<file path="config.mk">
export PLATFORM = sky130hd
export DESIGN_NAME = onehot_pulse_decoder_flat
export DESIGN_NICKNAME = d
export VERILOG_FILES = /design/src/rtl/onehot_dec_pkg.sv /design/src/rtl/onehot_pulse_decoder_if.sv /design/src/rtl/onehot_dec_core.sv /design/src/rtl/onehot_pulse_decoder.sv /design/src/flat_wrapper.sv
export SDC_FILE = /design/constraint.sdc
export NUM_CORES = 1
export LEC_CHECK = 0
export CORE_AREA = 2 2 39 41
export CTS_CLUSTER_DIAMETER = 60
export DETAILED_ROUTE_END_ITERATION = 8
export DIE_AREA = 0 0 41 43
export PLACE_DENSITY = 0.69
export SETUP_SLACK_MARGIN = 0.02
export SLEW_MARGIN = 30
export SYNTH_ARGS = -nofsm -noshare
export SYNTH_HDL_FRONTEND = slang
export SYNTH_SLANG_ARGS = --single-unit
</file>
<file path="constraint.sdc">
create_clock -name clk -period 3.1 [get_ports clk]
set_input_delay 0.62 -clock clk [delete_from_list [all_inputs] [get_ports clk]]
set_output_delay 0.62 -clock clk [all_outputs]
set_load 0.1 [all_outputs]
</file>
<file path="src/rtl/onehot_dec_pkg.sv">
// onehot_dec_pkg: shared state encoding and default parameters for the pulse decoder
package onehot_dec_pkg;
  typedef enum logic [1:0] {IDLE, PULSE, GAP} state_t;
  localparam int DEF_N = 4;
  localparam int DEF_PULSE_LEN = 2;
  localparam int DEF_GAP_LEN = 1;
endpackage

</file>
<file path="src/rtl/onehot_pulse_decoder_if.sv">
// onehot_pulse_decoder_if: request and pulse bus between a requester and the decoder
interface onehot_pulse_decoder_if import onehot_dec_pkg::*; #(
  parameter int N = DEF_N,
  parameter int W = $clog2(N)
);
  logic in_valid, in_ready, in_en, y_valid, err;
  logic [W-1:0] in_idx;
  logic [N-1:0] y;
  modport master (output in_valid, in_idx, in_en, input in_ready, y, y_valid, err);
  modport slave (input in_valid, in_idx, in_en, output in_ready, y, y_valid, err);
endinterface

</file>
<file path="src/rtl/onehot_dec_core.sv">
// onehot_dec_core: combinational binary-to-one-hot decode with an in-range flag
module onehot_dec_core #(
  parameter int N = 4,
  parameter int W = $clog2(N)
) (
  input  logic [W-1:0] idx,
  output logic [N-1:0] onehot,
  output logic         in_range
);
  assign in_range = 32'(idx) < N;
  assign onehot = in_range ? N'(1) << idx : '0;
endmodule

</file>
<file path="src/rtl/onehot_pulse_decoder.sv">
// onehot_pulse_decoder: timed one-hot pulse with idle gap; ONEHOT_DEC_RANGE_CHK_EN drops out-of-range requests and raises err
module onehot_pulse_decoder import onehot_dec_pkg::*; #(
  parameter int N = DEF_N,
  parameter int PULSE_LEN = DEF_PULSE_LEN,
  parameter int GAP_LEN = DEF_GAP_LEN
) (
  input logic clk,
  input logic rst,
  onehot_pulse_decoder_if.slave bus
);
  localparam int CW = $clog2((PULSE_LEN > GAP_LEN ? PULSE_LEN : GAP_LEN) + 1);
`ifdef ONEHOT_DEC_RANGE_CHK_EN
  localparam bit CHK = 1'b1;
`else
  localparam bit CHK = 1'b0;
`endif
  state_t state, state_n;
  logic [CW-1:0] cnt, cnt_n;
  logic [N-1:0] y, y_n, dec;
  logic yv, yv_n, er, er_n, in_range, take, fire;
  onehot_dec_core #(.N(N)) u_core (.idx(bus.in_idx), .onehot(dec), .in_range(in_range));
  assign bus.in_ready = state == IDLE;
  assign take = bus.in_valid && bus.in_ready && bus.in_en;
  assign fire = take && (in_range || !CHK);
  assign bus.y = y;
  assign bus.y_valid = yv;
  assign bus.err = CHK && er;
  // next state, counter reload on state entry, next registered outputs
  always_comb begin
    state_n = state;
    cnt_n = cnt;
    y_n = y;
    yv_n = yv;
    er_n = CHK && take && !in_range;
    case (state)
      IDLE: if (fire) begin
        state_n = PULSE;
        cnt_n = CW'(PULSE_LEN);
        y_n = dec;
        yv_n = 1'b1;
      end
      PULSE: if (cnt == CW'(1)) begin
        state_n = GAP_LEN > 0 ? GAP : IDLE;
        cnt_n = CW'(GAP_LEN);
        y_n = '0;
        yv_n = 1'b0;
      end else cnt_n = cnt - CW'(1);
      GAP: if (cnt == CW'(1)) begin
        state_n = IDLE;
        cnt_n = '0;
      end else cnt_n = cnt - CW'(1);
      default: state_n = IDLE;
    endcase
  end
  // state, counter and output registers; reset overrides any concurrent accept
  always_ff @(posedge clk) begin
    if (rst) begin
      state <= IDLE;
      cnt <= '0;
      y <= '0;
      yv <= 1'b0;
      er <= 1'b0;
    end else begin
      state <= state_n;
      cnt <= cnt_n;
      y <= y_n;
      yv <= yv_n;
      er <= er_n;
    end
  end
endmodule

</file>
<file path="src/flat_wrapper.sv">
// flat-port wrapper written by rule: the top's interface ports become plain ports
module onehot_pulse_decoder_flat import onehot_dec_pkg::*;
#(
  parameter int N = DEF_N,
  parameter int PULSE_LEN = DEF_PULSE_LEN,
  parameter int GAP_LEN = DEF_GAP_LEN
)
  (clk, rst, bus_in_valid, bus_in_idx, bus_in_en, bus_in_ready, bus_y, bus_y_valid, bus_err);
  onehot_pulse_decoder_if #(.N(N)) bus_i ();
  input logic clk;
  input logic rst;
  input wire logic [$bits(bus_i.in_valid)-1:0] bus_in_valid;
  input wire logic [$bits(bus_i.in_idx)-1:0] bus_in_idx;
  input wire logic [$bits(bus_i.in_en)-1:0] bus_in_en;
  output wire logic [$bits(bus_i.in_ready)-1:0] bus_in_ready;
  output wire logic [$bits(bus_i.y)-1:0] bus_y;
  output wire logic [$bits(bus_i.y_valid)-1:0] bus_y_valid;
  output wire logic [$bits(bus_i.err)-1:0] bus_err;
  assign bus_i.in_valid = bus_in_valid;
  assign bus_i.in_idx = bus_in_idx;
  assign bus_i.in_en = bus_in_en;
  assign bus_in_ready = bus_i.in_ready;
  assign bus_y = bus_i.y;
  assign bus_y_valid = bus_i.y_valid;
  assign bus_err = bus_i.err;
  onehot_pulse_decoder #(.N(N), .PULSE_LEN(PULSE_LEN), .GAP_LEN(GAP_LEN)) u_core (.clk(clk), .rst(rst), .bus(bus_i));
endmodule
</file>
## Yosys cells after proc, flatten, opt, wreduce, memory -nomap -nowiden

Index checks and enable logic that the tools add are counted.

- Register bits after elaboration: 9
- Input bits: 6
- Output and inout port bits: 7

- Mux-type cells: 14
- Equality and inequality tests: 6
- Shift-type cells: 1
- Add/sub/neg operators: 1
- Reductions and logical operators: 8

Operators with widths:

| kind | number |
|---|---|
| two-way mux 2 bit | 6 |
| case mux 2 bit (3 select lines) | 2 |
| two-way mux 4 bit | 2 |
| case mux 4 bit (2 select lines) | 1 |
| AND reduction 3 bit | 2 |
| == test 2 x 1 -> 1 bit (second input constant) | 2 |
| inequality test 2 x 1 -> 1 bit (second input constant) | 2 |
| << shifter 1 x 2 -> 4 bit (first input constant) | 1 |
| nonzero test 3 bit | 1 |
| == test 2 bit (second input constant) | 1 |
| logical AND 1 bit | 2 |
| zero test 2 bit | 1 |
| two-way mux 1 bit | 2 |
| inequality test 2 bit (second input constant) | 1 |
| case mux 1 bit (2 select lines) | 1 |
| AND reduction 2 bit | 1 |
| nonzero test 2 bit | 1 |
| subtractor 2 x 1 -> 2 bit (second input constant) | 1 |

## Depth between registers and ports, before layout

- Depth after elaboration: 5
- Mapped depth: 6
- Mapped depth without buffers: 5

## Hierarchy

From an unflattened synthesis, not the netlist that was laid out.

- Cells, all modules: 65
- Area total of the unflattened synthesis: 588.1 um2

By module, submodules not included:

| module | cells each | area each (um2) | instances |
|---|---|---|---|
| onehot_pulse_decoder | 59 | 550.5 | 1 |
| onehot_dec_core | 6 | 37.5 | 1 |

## Least setup slack after synthesis

No wires, ideal clock.

- Path kind: reg2reg
- From: reg u_core.state[0]
- To: reg u_core.yv (netlist: u_core.bus.y_valid)
- Stages on the path, launching flop included: 6
- Path buffers: 0
- Data required time: 2.983 ns
- Path slack: 1.088 ns
- Arrival: 1.895 ns
- Period minus slack after synthesis: 2.012 ns
- Cell sequence: dfxtp_1 inv_1 ha_1 a21boi_4 nor2_2 o211a_1

- Cells in the longest elaborated chain, start to end: 5
- Elaborated cells between the ends (all ways): 9
- Classes of those cells: eq/ne: 3; mux: 1; reduce/logical: 5

Ends and longest elaborated chain:

| element | line | text |
|---|---|---|
| from (decl) | onehot_pulse_decoder.sv:17 | `state_t state, state_n;` |
| from (signal assigned) | onehot_pulse_decoder.sv:64 | `state <= state_n;` |
| zero test 2 bit * | onehot_pulse_decoder.sv:22 | `assign bus.in_ready = state == IDLE;` |
| net bus_in_ready | flat_wrapper.sv:15 | `output wire logic [$bits(bus_i.in_ready)-1:0] bus_in_ready;` |
| logical AND 1 bit (2 in a row) | onehot_pulse_decoder.sv:23 | `assign take = bus.in_valid && bus.in_ready && bus.in_en;` |
| inequality test 2 bit (no source line) | n/a |  |
| AND reduction 3 bit (no source line) | n/a |  |
| to (signal assigned) | onehot_pulse_decoder.sv:67 | `yv <= yv_n;` |
| to (decl) | onehot_pulse_decoder.sv:20 | `logic yv, yv_n, er, er_n, in_range, take, fire;` |

Mark *: on every way through the listed nets, which the timed path passes. The rest lies on a longest branch.
A chain may end at the register's enable or synchronous reset.

## Worst setup path in the final report

- From: reg u_core.state[1]
- To: out bus_in_ready

- Cells in the longest elaborated chain, start to end: 1

Ends and longest elaborated chain:

| element | line |
|---|---|
| zero test 2 bit | onehot_pulse_decoder.sv:22 |
| to (decl) | flat_wrapper.sv:15 |

Every way passes these cells.

==> flow_summary.ini <==
[synth]
synth_area_um2 = 554.3
synth_cells = 58
synth_top_area_share_pct = 32.51
ys_types = 29
synth_nets = 69
seq_area_frac_synth_pct = 32.51
postSynthAreaPerCell_um2 = 9.557
ys_seq_elements = 9
yosys_warnings = 0
yosysTopAreaCell = dfxtp_1
synth_area_leaders = dfxtp_1, ha_1, a21oi_1

[global_routing]
antenna_found_initial = 0
grtUsageMet3_pct = 4.712
met1_usage_pct = 19.28
grt_first_pass_wirelength_um = 1711
use_met2_pct = 18.75
grt_pass1_vias = 422
gr-usage-all-layers_pct = 14.73
busiest_layer = met1
grt_max_degree = 9
grt-ovfl-total = 0

[placed_design]
place_congestion = 0.7844
port_buffers = 11
place_hpwl_um = 797

[die]
die_area_mm2 = 0.001763
initial_utilization_pct = 40.05
die_h_um = 43
die_w_um = 41
row_count = 14
core_mm2 = 0.001384
ioPinCount = 13

[clock_network]
htree_levels = 1
postCtsSetupBuffers = 0
cts_sinks = 9
ctsResizeCount = 0
worstSkewPairLatency_ns = 0.26
cts_buffer_depth = 2
hold_buffers = 0
cts.clk_slew.worst_paths_ns = 0.06
root_buffer = clkbuf_4
numCtsBuffers = 3
cts_tree = yes

[power]
p_leak_nw = 0.2821
p_clk_share_pct = 28.8
pwr-share-seq_pct = 38.8
comb_power_share_pct = 32.4
power_density_mw_per_mm2 = 482.4
p_sw_w = 0.0001190
switching_share_pct = 36.66
ir_drop_mv = 0.2351
intPower_w = 0.0002057

[timing]
max_freq_mhz = 518.4
finalCriticalPeriod_ns = 1.929
rsz0062_at_grt = false
finalHoldViolations = 0
setup_tns_ns = 0
setup_viol = 0
maxSlewViolCount = 0
min_period_over_period_pct = 62.22
finalClockSkew_ns = 0.0003226
holdWs_ns = 0.4914

[status]
status = completed

[layout]
drive_above_1_share_pct = 27.14
nFillCells = 133
n_antenna_cell = 0
area_growth_pct = 21.44
utilization_pct = 48.64
fin_nets = 82

[setup_path]
crit_path_start_kind = flop
max_stage_delay_ns = 0.34
end_kind = output pin
worst_ep_arrival_time_ns = 1.31
crit_required_ns = 2.48
path_class = reg2out
worstPathMaxFanout = 7
worst_path_max_delay_cell = buf_4
crit_chain = inv_1, ha_1, buf_4

[drt]
wire_per_inst_um = 12.43
ant_nets = 0
drc = 0
drt-total-wl_um = 1069
drt_iter0_drc = 5
dr.pass1.iters = 3
routed_via_density = 5.326
vias = 458

[job]
drv_cap = 0

[min_path]
hold_class = reg2reg
[registers in the layout (all words and copies together) (netlist names)]
signal and count:
u_core.bus.y 4, u_core.cnt 2, u_core.bus.y_valid 1, u_core.state 2
[cells in the mapped netlist]
cell type,number
dfxtp_1,9
a21oi_1,6
o21ai_1,6
ha_1,5
inv_1,4
nor2_1,3
nand4_1,2
nand4b_1,2
a21bo_2,1
a21boi_4,1
a311oi_2,1
and2b_2,1
buf_1,1
buf_4,1
buf_6,1
conb_1,1
mux2_4,1
mux2i_2,1
nand2_1,1
nand3_2,1
nor2_2,1
nor2b_2,1
nor3b_1,1
o211a_1,1
o211ai_1,1
o21a_1,1
o21ai_0,1
o21ba_2,1
o221a_1,1
[power by group through the flow]
stage	clock [W]	sequential [W]	combinational, W
after floorplan	0	0.000155	0.0000591
after global placement	0	0.000129	0.000105
after detailed placement	0	0.000128	0.000105
after CTS	0.0000975	0.000126	0.000105
after global routing	0.000102	0.000127	0.000111
final	0.0000935	0.000126	0.000105
[per-stage QoR]
stage	total power (W)	instances	setup slack, ns	instance area [µm²]
final	0.0003247	86	1.171	673.1
after global routing	0.0003402	86	1.074	673.1
after CTS	0.0003286	86	1.153	673.1
after detailed placement	0.0002336	82	1.278	646.9
after global placement	0.0002330	82	1.329	646.9
after floorplan	0.0002136	58	1.088	554.3
[layout make-up]
cell class | instances | area [µm²] | area share, %
tap | 16 | 20.02 | 2.974
clock buffer | 4 | 26.28 | 3.903
multi-input combinational | 42 | 336.6 | 50.00
timing repair buffer | 11 | 95.09 | 14.13
sequential | 9 | 180.2 | 26.77
inverter | 4 | 15.01 | 2.230
[worst paths after layout]
| kind | startpoint | endpoint | slack [ns] | cells past startpoint |
|---|---|---|---|---|
| max | u_core.state[1] | bus_in_ready | 1.17 | 3 |
| min | u_core.bus.y[0] | u_core.bus.y[0] | 0.49 | 2 |
| max reg2reg | u_core.state[1] | u_core.bus.y_valid | 1.55 | 5 |
| min reg2reg | u_core.bus.y[0] | u_core.bus.y[0] | 0.49 | 2 |
[layer usage]
layer / wire length, µm / part of all wire [%]
met3: 34 / 3.2
met4: 34 / 3.2
met5: 0 / 0
met2: 462 / 43
met1: 537 / 50
[placed cells by master (no fill, tap or decap), drive strengths merged, types with 2 or more instances in the layout]
cell,instances
clkbuf,4
nand4,2
ha,5
inv,4
nor2,4
nand4b,2
o21ai,7
dfxtp,9
a21oi,6
buf,6
clkdlybuf4s50,5
[critical path, delay by kind of cell (launching register included)]
family,cells,cell delay [ns]
buf+inv,2,0.42
fa+ha+maj,1,0.29
flops,1,0.33
[kinds of logic (layout without fill, tap and decap cells)]
family / after synthesis / count (layout) / share of synthesized area (%)
AOI/OAI and AO/OA: 21 / 21 / 27.99
adders and majority gates: 5 / 5 / 11.29
buffers and inverters: 7 / 19 / 6.771
DFF: 9 / 9 / 32.51
muxes: 2 / 2 / 5.191
other: 1 / 1 / 0.6766
and+or+nand+nor: 13 / 13 / 15.58
(Power assumes the default switching activity.)
